$ cat config.mk
export PLATFORM = sky130hd
export DESIGN_NAME = usb_utmi_link_ctrl
export DESIGN_NICKNAME = d
export VERILOG_FILES = /design/src/rtl/usb_utmi_link_ctrl.sv
export SDC_FILE = /design/constraint.sdc
export NUM_CORES = 1
export LEC_CHECK = 0
export ABC_AREA = 1
export BUFFER_PORTS_ARGS = -buffer_cell sky130_fd_sc_hd__clkbuf_2
export CORE_MARGIN = 4
export CORE_UTILIZATION = 25
export CTS_BUF_LIST = sky130_fd_sc_hd__clkbuf_16
export DETAILED_ROUTE_END_ITERATION = 16
export GPL_TIMING_DRIVEN = 0
export PLACE_DENSITY = 0.41
export SYNTH_ARGS = -nofsm -noshare
export SYNTH_HDL_FRONTEND = slang
export SYNTH_SLANG_ARGS = --single-unit
$ cat constraint.sdc
create_clock -name clk -period 3.3 [get_ports clk]
set_clock_uncertainty 0.05 [all_clocks]
set_input_delay 0.66 -clock clk [delete_from_list [all_inputs] [get_ports clk]]
set_output_delay 0.66 -clock clk [all_outputs]
set_load 0.01 [all_outputs]
$ cat src/rtl/usb_utmi_link_ctrl.sv
// usb_utmi_link_ctrl
//   Full-speed UTMI link/bus-state controller. Drives op_mode/term_select to the
//   PHY, times line_state to detect bus reset, suspend and resume, and reports the
//   device bus state to the protocol and register layers.
// Ports
//   clk          UTMI clock, rising edge
//   rst          synchronous reset, active-high
//   enable       software connect (1 = pull-up on, link active)
//   line_state   PHY line state: 00 SE0, 01 J, 10 K, 11 SE1
//   rx_active    PHY RxActive
//   tx_valid     TX path TxValid
//   op_mode      PHY operating mode: 00 normal, 01 non-driving
//   term_select  1 = FS termination/pull-up enabled
//   bus_reset    1-cycle pulse on entry to RESET
//   in_reset     high while in RESET
//   suspend      high while in SUSPEND
//   resume       1-cycle pulse on SUSPEND->ACTIVE via K
//   link_state   00 DISABLED, 01 ACTIVE, 10 RESET, 11 SUSPEND
module usb_utmi_link_ctrl #(
  parameter int unsigned RESET_CYCLES   = 150,
  parameter int unsigned SUSPEND_CYCLES = 180000,
  localparam int unsigned CNT_W         = $clog2(SUSPEND_CYCLES + 1)
) (
  input  logic       clk,
  input  logic       rst,
  input  logic       enable,
  input  logic [1:0] line_state,
  input  logic       rx_active,
  input  logic       tx_valid,
  output logic [1:0] op_mode,
  output logic       term_select,
  output logic       bus_reset,
  output logic       in_reset,
  output logic       suspend,
  output logic       resume,
  output logic [1:0] link_state
);

  localparam logic [1:0] LsSe0      = 2'b00;
  localparam logic [1:0] LsDj       = 2'b01;
  localparam logic [1:0] LsDk       = 2'b10;
  localparam logic [1:0] OmNormal   = 2'b00;
  localparam logic [1:0] OmNonDrive = 2'b01;

  // Encoding doubles as the link_state output code.
  typedef enum logic [1:0] {
    StDisabled = 2'b00,
    StActive   = 2'b01,
    StReset    = 2'b10,
    StSuspend  = 2'b11
  } state_e;

  state_e           state_q, state_d;
  logic [CNT_W-1:0] se0_cnt_q, se0_cnt_d;
  logic [CNT_W-1:0] idle_cnt_q, idle_cnt_d;
  logic             bus_reset_d, resume_d;
  logic             busy, se0, idle, se0_held, idle_held;

  // Any device or host traffic disqualifies the line from being timed.
  assign busy      = rx_active | tx_valid;
  assign se0       = (line_state == LsSe0) & ~busy;
  assign idle      = (line_state == LsDj) & ~busy;
  // Counter already at N-1 plus a qualifying cycle now means held for N cycles.
  assign se0_held  = se0 & (se0_cnt_q == CNT_W'(RESET_CYCLES - 1));
  assign idle_held = idle & (idle_cnt_q == CNT_W'(SUSPEND_CYCLES - 1));

  always_comb begin
    state_d     = state_q;
    bus_reset_d = 1'b0;
    resume_d    = 1'b0;
    if (!enable) begin
      state_d = StDisabled;
    end else begin
      unique case (state_q)
        StDisabled: state_d = StActive;
        StActive: begin
          if (se0_held) begin
            state_d     = StReset;
            bus_reset_d = 1'b1;
          end else if (idle_held) begin
            state_d = StSuspend;
          end
        end
        // Busy is deliberately ignored here: only a non-SE0 line ends reset.
        StReset: begin
          if (line_state != LsSe0) state_d = StActive;
        end
        StSuspend: begin
          if (line_state == LsDk) begin
            state_d  = StActive;
            resume_d = 1'b1;
          end else if (se0_held) begin
            state_d     = StReset;
            bus_reset_d = 1'b1;
          end
        end
        default: state_d = StDisabled;
      endcase
    end

    // Counters restart on every state change so each state times from zero.
    if (!enable || (state_d != state_q)) begin
      se0_cnt_d  = '0;
      idle_cnt_d = '0;
    end else begin
      if (!se0) begin
        se0_cnt_d = '0;
      end else if (se0_cnt_q == CNT_W'(RESET_CYCLES)) begin
        se0_cnt_d = se0_cnt_q;
      end else begin
        se0_cnt_d = se0_cnt_q + CNT_W'(1);
      end
      if (!idle) begin
        idle_cnt_d = '0;
      end else if (idle_cnt_q == CNT_W'(SUSPEND_CYCLES)) begin
        idle_cnt_d = idle_cnt_q;
      end else begin
        idle_cnt_d = idle_cnt_q + CNT_W'(1);
      end
    end
  end

  // Outputs are registered from the next state so they move with state_q.
  always_ff @(posedge clk) begin
    if (rst) begin
      state_q     <= StDisabled;
      se0_cnt_q   <= '0;
      idle_cnt_q  <= '0;
      op_mode     <= OmNonDrive;
      term_select <= 1'b0;
      bus_reset   <= 1'b0;
      in_reset    <= 1'b0;
      suspend     <= 1'b0;
      resume      <= 1'b0;
    end else begin
      state_q     <= state_d;
      se0_cnt_q   <= se0_cnt_d;
      idle_cnt_q  <= idle_cnt_d;
      op_mode     <= (state_d == StDisabled) ? OmNonDrive : OmNormal;
      term_select <= (state_d != StDisabled);
      bus_reset   <= bus_reset_d;
      in_reset    <= (state_d == StReset);
      suspend     <= (state_d == StSuspend);
      resume      <= resume_d;
    end
  end

  assign link_state = state_q;

endmodule

## After elaboration in Yosys (flattened, before gate mapping)

Index checks and enable logic that the tools add are counted.
W data, S select, Z words.

- Bits in registers: 45
- Output and inout port bits: 9
- Logic and storage cells: 56

- Add/sub/neg operators: 2
- Equal/unequal tests: 12
- Muxes and demuxes: 12
- Bitwise operators: 10
- Reductions and logical operators: 11

Operator list:

| operator | count |
|---|---|
| $add A18 B1 Y18 const B | 2 |
| $eq A18 B18 Y1 const B | 2 |
| $eq A18 B8 Y1 const B | 2 |
| $mux W2 | 6 |
| $eq A2 B2 Y1 const B | 5 |
| $reduce_or A3 Y1 | 3 |
| $pmux W2 S4 | 1 |
| $logic_not A2 Y1 | 3 |
| $not A1 Y1 | 5 |
| $and A1 B1 Y1 | 4 |
| $eq A2 B1 Y1 const B | 2 |
| $mux W1 | 4 |
| $reduce_bool A2 Y1 | 2 |
| $ne A2 B2 Y1 | 1 |
| $pmux W1 S2 | 1 |
| $reduce_or A2 Y1 | 1 |
| $logic_not A1 Y1 | 1 |
| $logic_or A1 B1 Y1 | 1 |
| $or A1 B1 Y1 | 1 |

## Longest topological paths before layout

- Depth in word-level cells: 11
- Depth in mapped cells: 13

## Worst setup path before layout

No wires, ideal clock.

- Path type: input port to flip-flop
- From: in tx_valid
- To: reg idle_cnt_q[10]
- Arrival time: 1,764 ps
- Required time: 3,129 ps
- Slack: 1,365 ps
- Stages on the path: 11
- Path buffers: 1
- Cell sequence: nor2_1 > nand2_1 > nor2_1 > nand3_2 > nand2_1 > nand2_1 > nand2_2 > nand3_2 > nand4_4 > buf_12 > nor2_4

- Word-level cells in the longest chain between the ends: 11

RTL lines:

| what | RTL line | RTL |
|---|---|---|
| from (decl) | 29 | `input logic tx_valid,` |
| $or A1 B1 Y1 * | 60 | `assign busy = rx_active \| tx_valid;` |
| $not A1 Y1 * | 61, 62 |  |
| $and A1 B1 Y1 (on tied branches) | 61, 62 |  |
| $and A1 B1 Y1 (on tied branches) | 64, 65 |  |
| $mux W2 (on tied branches) | 92, 80 |  |
| $mux W2 (on tied branches) | 89, 77 |  |
| $pmux W2 S4 | 74 | `unique case (state_q)` |
| $mux W2 | 71 | `if (!enable) begin` |
| $ne A2 B2 Y1 | 102 | `if (!enable \|\| (state_d != state_q)) begin` |
| $logic_or A1 B1 Y1 | 102 |  |
| $reduce_or A3 Y1 (no source line) * | n/a |  |
| to (signal assigned) | 138 | `idle_cnt_q <= idle_cnt_d;` |
| to (decl) | 55 | `logic [CNT_W-1:0] idle_cnt_q, idle_cnt_d;` |

Mark *: on every way between the ends. The rest lies on a longest branch, timed or not.
A chain may end at the register's enable or synchronous reset.

## Worst setup path in the final report

- From: in tx_valid
- To: reg idle_cnt_q[14]

Same word-level chain as after synthesis.

==> metrics.md <==
| Metric | Value |
|---|---|
| Status | completed |
| Fin util | 30.0% |
| EDFF count, synth | 0 |
| Max Cap Violations | 0 |
| Hold Crit Class | reg -> reg |
| Power Dens Cells | 404 nW/um^2 |
| Gpl congestion | 0.745 |
| Ratio of cells with drive above 1 in the final layout | 19.2% |
| Clk slew on worst S/H paths | 0.06 ns |
| Maximum vdd drop | 0.192 mV |
| Synth unique cells | 30 |
| Post-cts resize count | 0 |
| Worst Path Required | 3.47 ns |
| Port bufs | 14 |
| Htree depth | 2 |
| First-pass GRT wire length | 7870 microns |
| Post-Syn Nets | 307 |
| Starting Density | 25.7% |
| DRC Markers | 0 |
| Die height | 106 microns |
| FF+latch area | 881 sq um |
| Area of the core | 9280 sq um |
| Final period util | 60.2% |
| Clk buf depth | 2 |
| Avg Cell Area, Syn | 8.10 sq um |
| Hold buffers post-CTS | 0 |
| Final setup vio count | 0 |
| CTS Sinks | 44 |
| Ys Warns | 0 |
| Synthesis-stage register bit count | 44 |
| Post-layout min period | 1.99 ns |
| Cell area after layout | 2790 sq um |
| CTS tree | yes |
| Via/cell ratio | 3.91 |
| Fmax | 503 MHz |
| Final net count | 328 |
| Area of the multi-input gates | 1300 sq um |
| Leakage power | 0.985 nW |
| Critical Path Start Type | primary input |
| Root Driver | clkbuf_16 |
| Initial antenna violation count | 0 |
| Fin Hold WS | 0.478 ns |
| Unrepaired setup endpoints after global routing | false |
| Overflow after GRT | 0 |
| Setup TNS | 0 ns |
| Flop2flop setup slack | 1.32 ns |
| First-pass DRT Iterations | 4 |
| TritonCTS Buffers | 5 |
| Largest net degree at the start of global routing | 15 |
| Die ar. | 11200 sq um |
| Crit path DAT | 2.16 ns |
| WS Path Type | in -> reg |
| Ant diodes | 0 |
| Routed Antenna Nets | 0 |
| Fin. max-slew vios | 0 |
| Critical path fanouts, max | 10 |
| Post-synth ARST share | 0% |
| Overall routing resource usage | 8.75% |
| Post-CTS Setup Inserts | 0 |
| Routed WL per cell | 10.1 microns |
| # rows | 35 |
| Insertion delay to the later sink of the worst-skew pair | 0.29 ns |
| DP HPWL | 3470 microns |
| Placed cell areas | 2620 sq um |
| DR iter-0 viols | 29 |
| Endpoint class of the critical path | flip-flop |
| Final WL | 4510 microns |
| Total number of vias | 1743 |
| Main synth FF type | dfxtp_1 |
| Synth Cell Area | 2390 sq um |
| Synth-to-Final Area Change | 16.7% |
| Final Hold Viols | 0 |
| Die X | 106 microns |
| Synth Instances | 295 |
| Sequential share of the synthesized area | 36.9% |
| # IOs | 16 |
| Filler instances | 1038 |
| Vias in the first global route | 1665 |
| Final Total Pwr | 1.13 mW |
==> worst paths after layout <==
path                               startpoint                          end  cells past startpoint
setup / recovery                     tx_valid  idle_cnt_q[14]$_SDFFE_PP0P_                     13
hold reg to reg   idle_cnt_q[17]$_SDFFE_PP0P_  idle_cnt_q[17]$_SDFFE_PP0P_                      3
hold / removal    idle_cnt_q[17]$_SDFFE_PP0P_  idle_cnt_q[17]$_SDFFE_PP0P_                      3
setup reg to reg    se0_cnt_q[0]$_SDFFE_PP0P_  idle_cnt_q[14]$_SDFFE_PP0P_                     12
==> stage by stage <==
| stage | setup slack, ns | cells |
|---|---|---|
| 2_1_floorplan | 1.37 | 295 |
| 3_3_place_gp | 0.978 | 438 |
| 3_5_place_dp | 0.968 | 438 |
| 4_1_cts | 1.26 | 446 |
| 5_1_grt | 1.06 | 446 |
| 6_report | 1.31 | 446 |
==> power breakdown <==
part           internal [mW]  total [mW]  switching [mW]
clock network          0.356       0.570           0.214
registers              0.533       0.535         0.00166
logic                0.00789      0.0213          0.0134
==> kinds of logic (layout without fill, tap and decap cells) <==
logic type	after synthesis	count (layout)	synth area share (%)
xor gates and xnor gates	33	33	12.1
AOI/OAI and AO/OA	5	5	1.26
DFF	44	44	36.9
buffers and inverters	46	68	8.80
other	1	1	0.157
adders and majority gates	5	5	2.62
muxes	1	1	0.419
and+or+nand+nor	160	160	37.8
==> cell type report <==
type                            count  share of cell area [%]
Sequential cell                    44                    31.6
Clock inverter                      3                    1.53
Timing Repair Buffer               14                    2.51
Clock buffer                        5                    4.49
Tap cell                          129                    5.79
Multi-Input combinational cell    205                    46.6
Buffer                              4                    1.88
Inverter                           42                    5.65
==> synth_stat cells (2+ instances only) <==
library cell,number,area [sq um]
nor2_1,50,188
dfxtp_1,44,881
nand2_1,41,154
inv_1,39,146
nor2_4,21,236
xor2_1,21,184
nand3_1,16,80.1
xnor2_1,12,105
nand4_1,9,56.3
nor3_1,8,40.0
ha_1,5,62.6
inv_2,3,11.3
nor2_2,3,18.8
a21oi_1,2,10.0
buf_12,2,40.0
nand2_4,2,22.5
nand3_2,2,20.0
nand4_4,2,42.5
nor4_1,2,12.5
==> critical path, stage by stage <==
cell      delay [ns]
clkbuf_2        0.08
nor2_1          0.16
nand2_1         0.12
nor2_1          0.16
nand3_2         0.12
nand2_1         0.08
nand2_1         0.06
nand2_2         0.09
nand2_4         0.07
nand2_4         0.08
nand4_4         0.17
buf_12          0.23
nor2_4          0.07
==> layout by cell type, fill, tap and decap left out, drive strengths merged <==
master / instances
dfxtp: 44
ha: 5
nand2: 44
or2: 1
o211ai: 1
bufinv: 1
nor3b: 1
a21oi: 2
a21boi: 1
clkinv: 2
nand4: 11
clkbuf: 19
nor3: 9
o21ai: 1
nor4: 2
nand3: 18
buf: 4
xnor2: 12
mux2i: 1
conb: 1
nor2: 74
inv: 42
xor2: 21
==> registers in the layout, summed over array words and instances (netlist names) <==
signal,count
idle_cnt_q,18
se0_cnt_q,18
link_state,2
bus_reset,1
in_reset,1
op_mode,1
resume,1
suspend,1
term_select,1
==> routing by layer <==
metal | vias up | part of all wire (%) | GRT usage (%)
met3 | 6 | 3.1 | 2.76
met2 | 14 | 42 | 13.4
met4 | 0 | 1.4 | 2.78
li1 | 956 | - | -
met5 | - | 0 | 0
met1 | 767 | 53 | 11.7
Power figures use the tool's default switching activity.
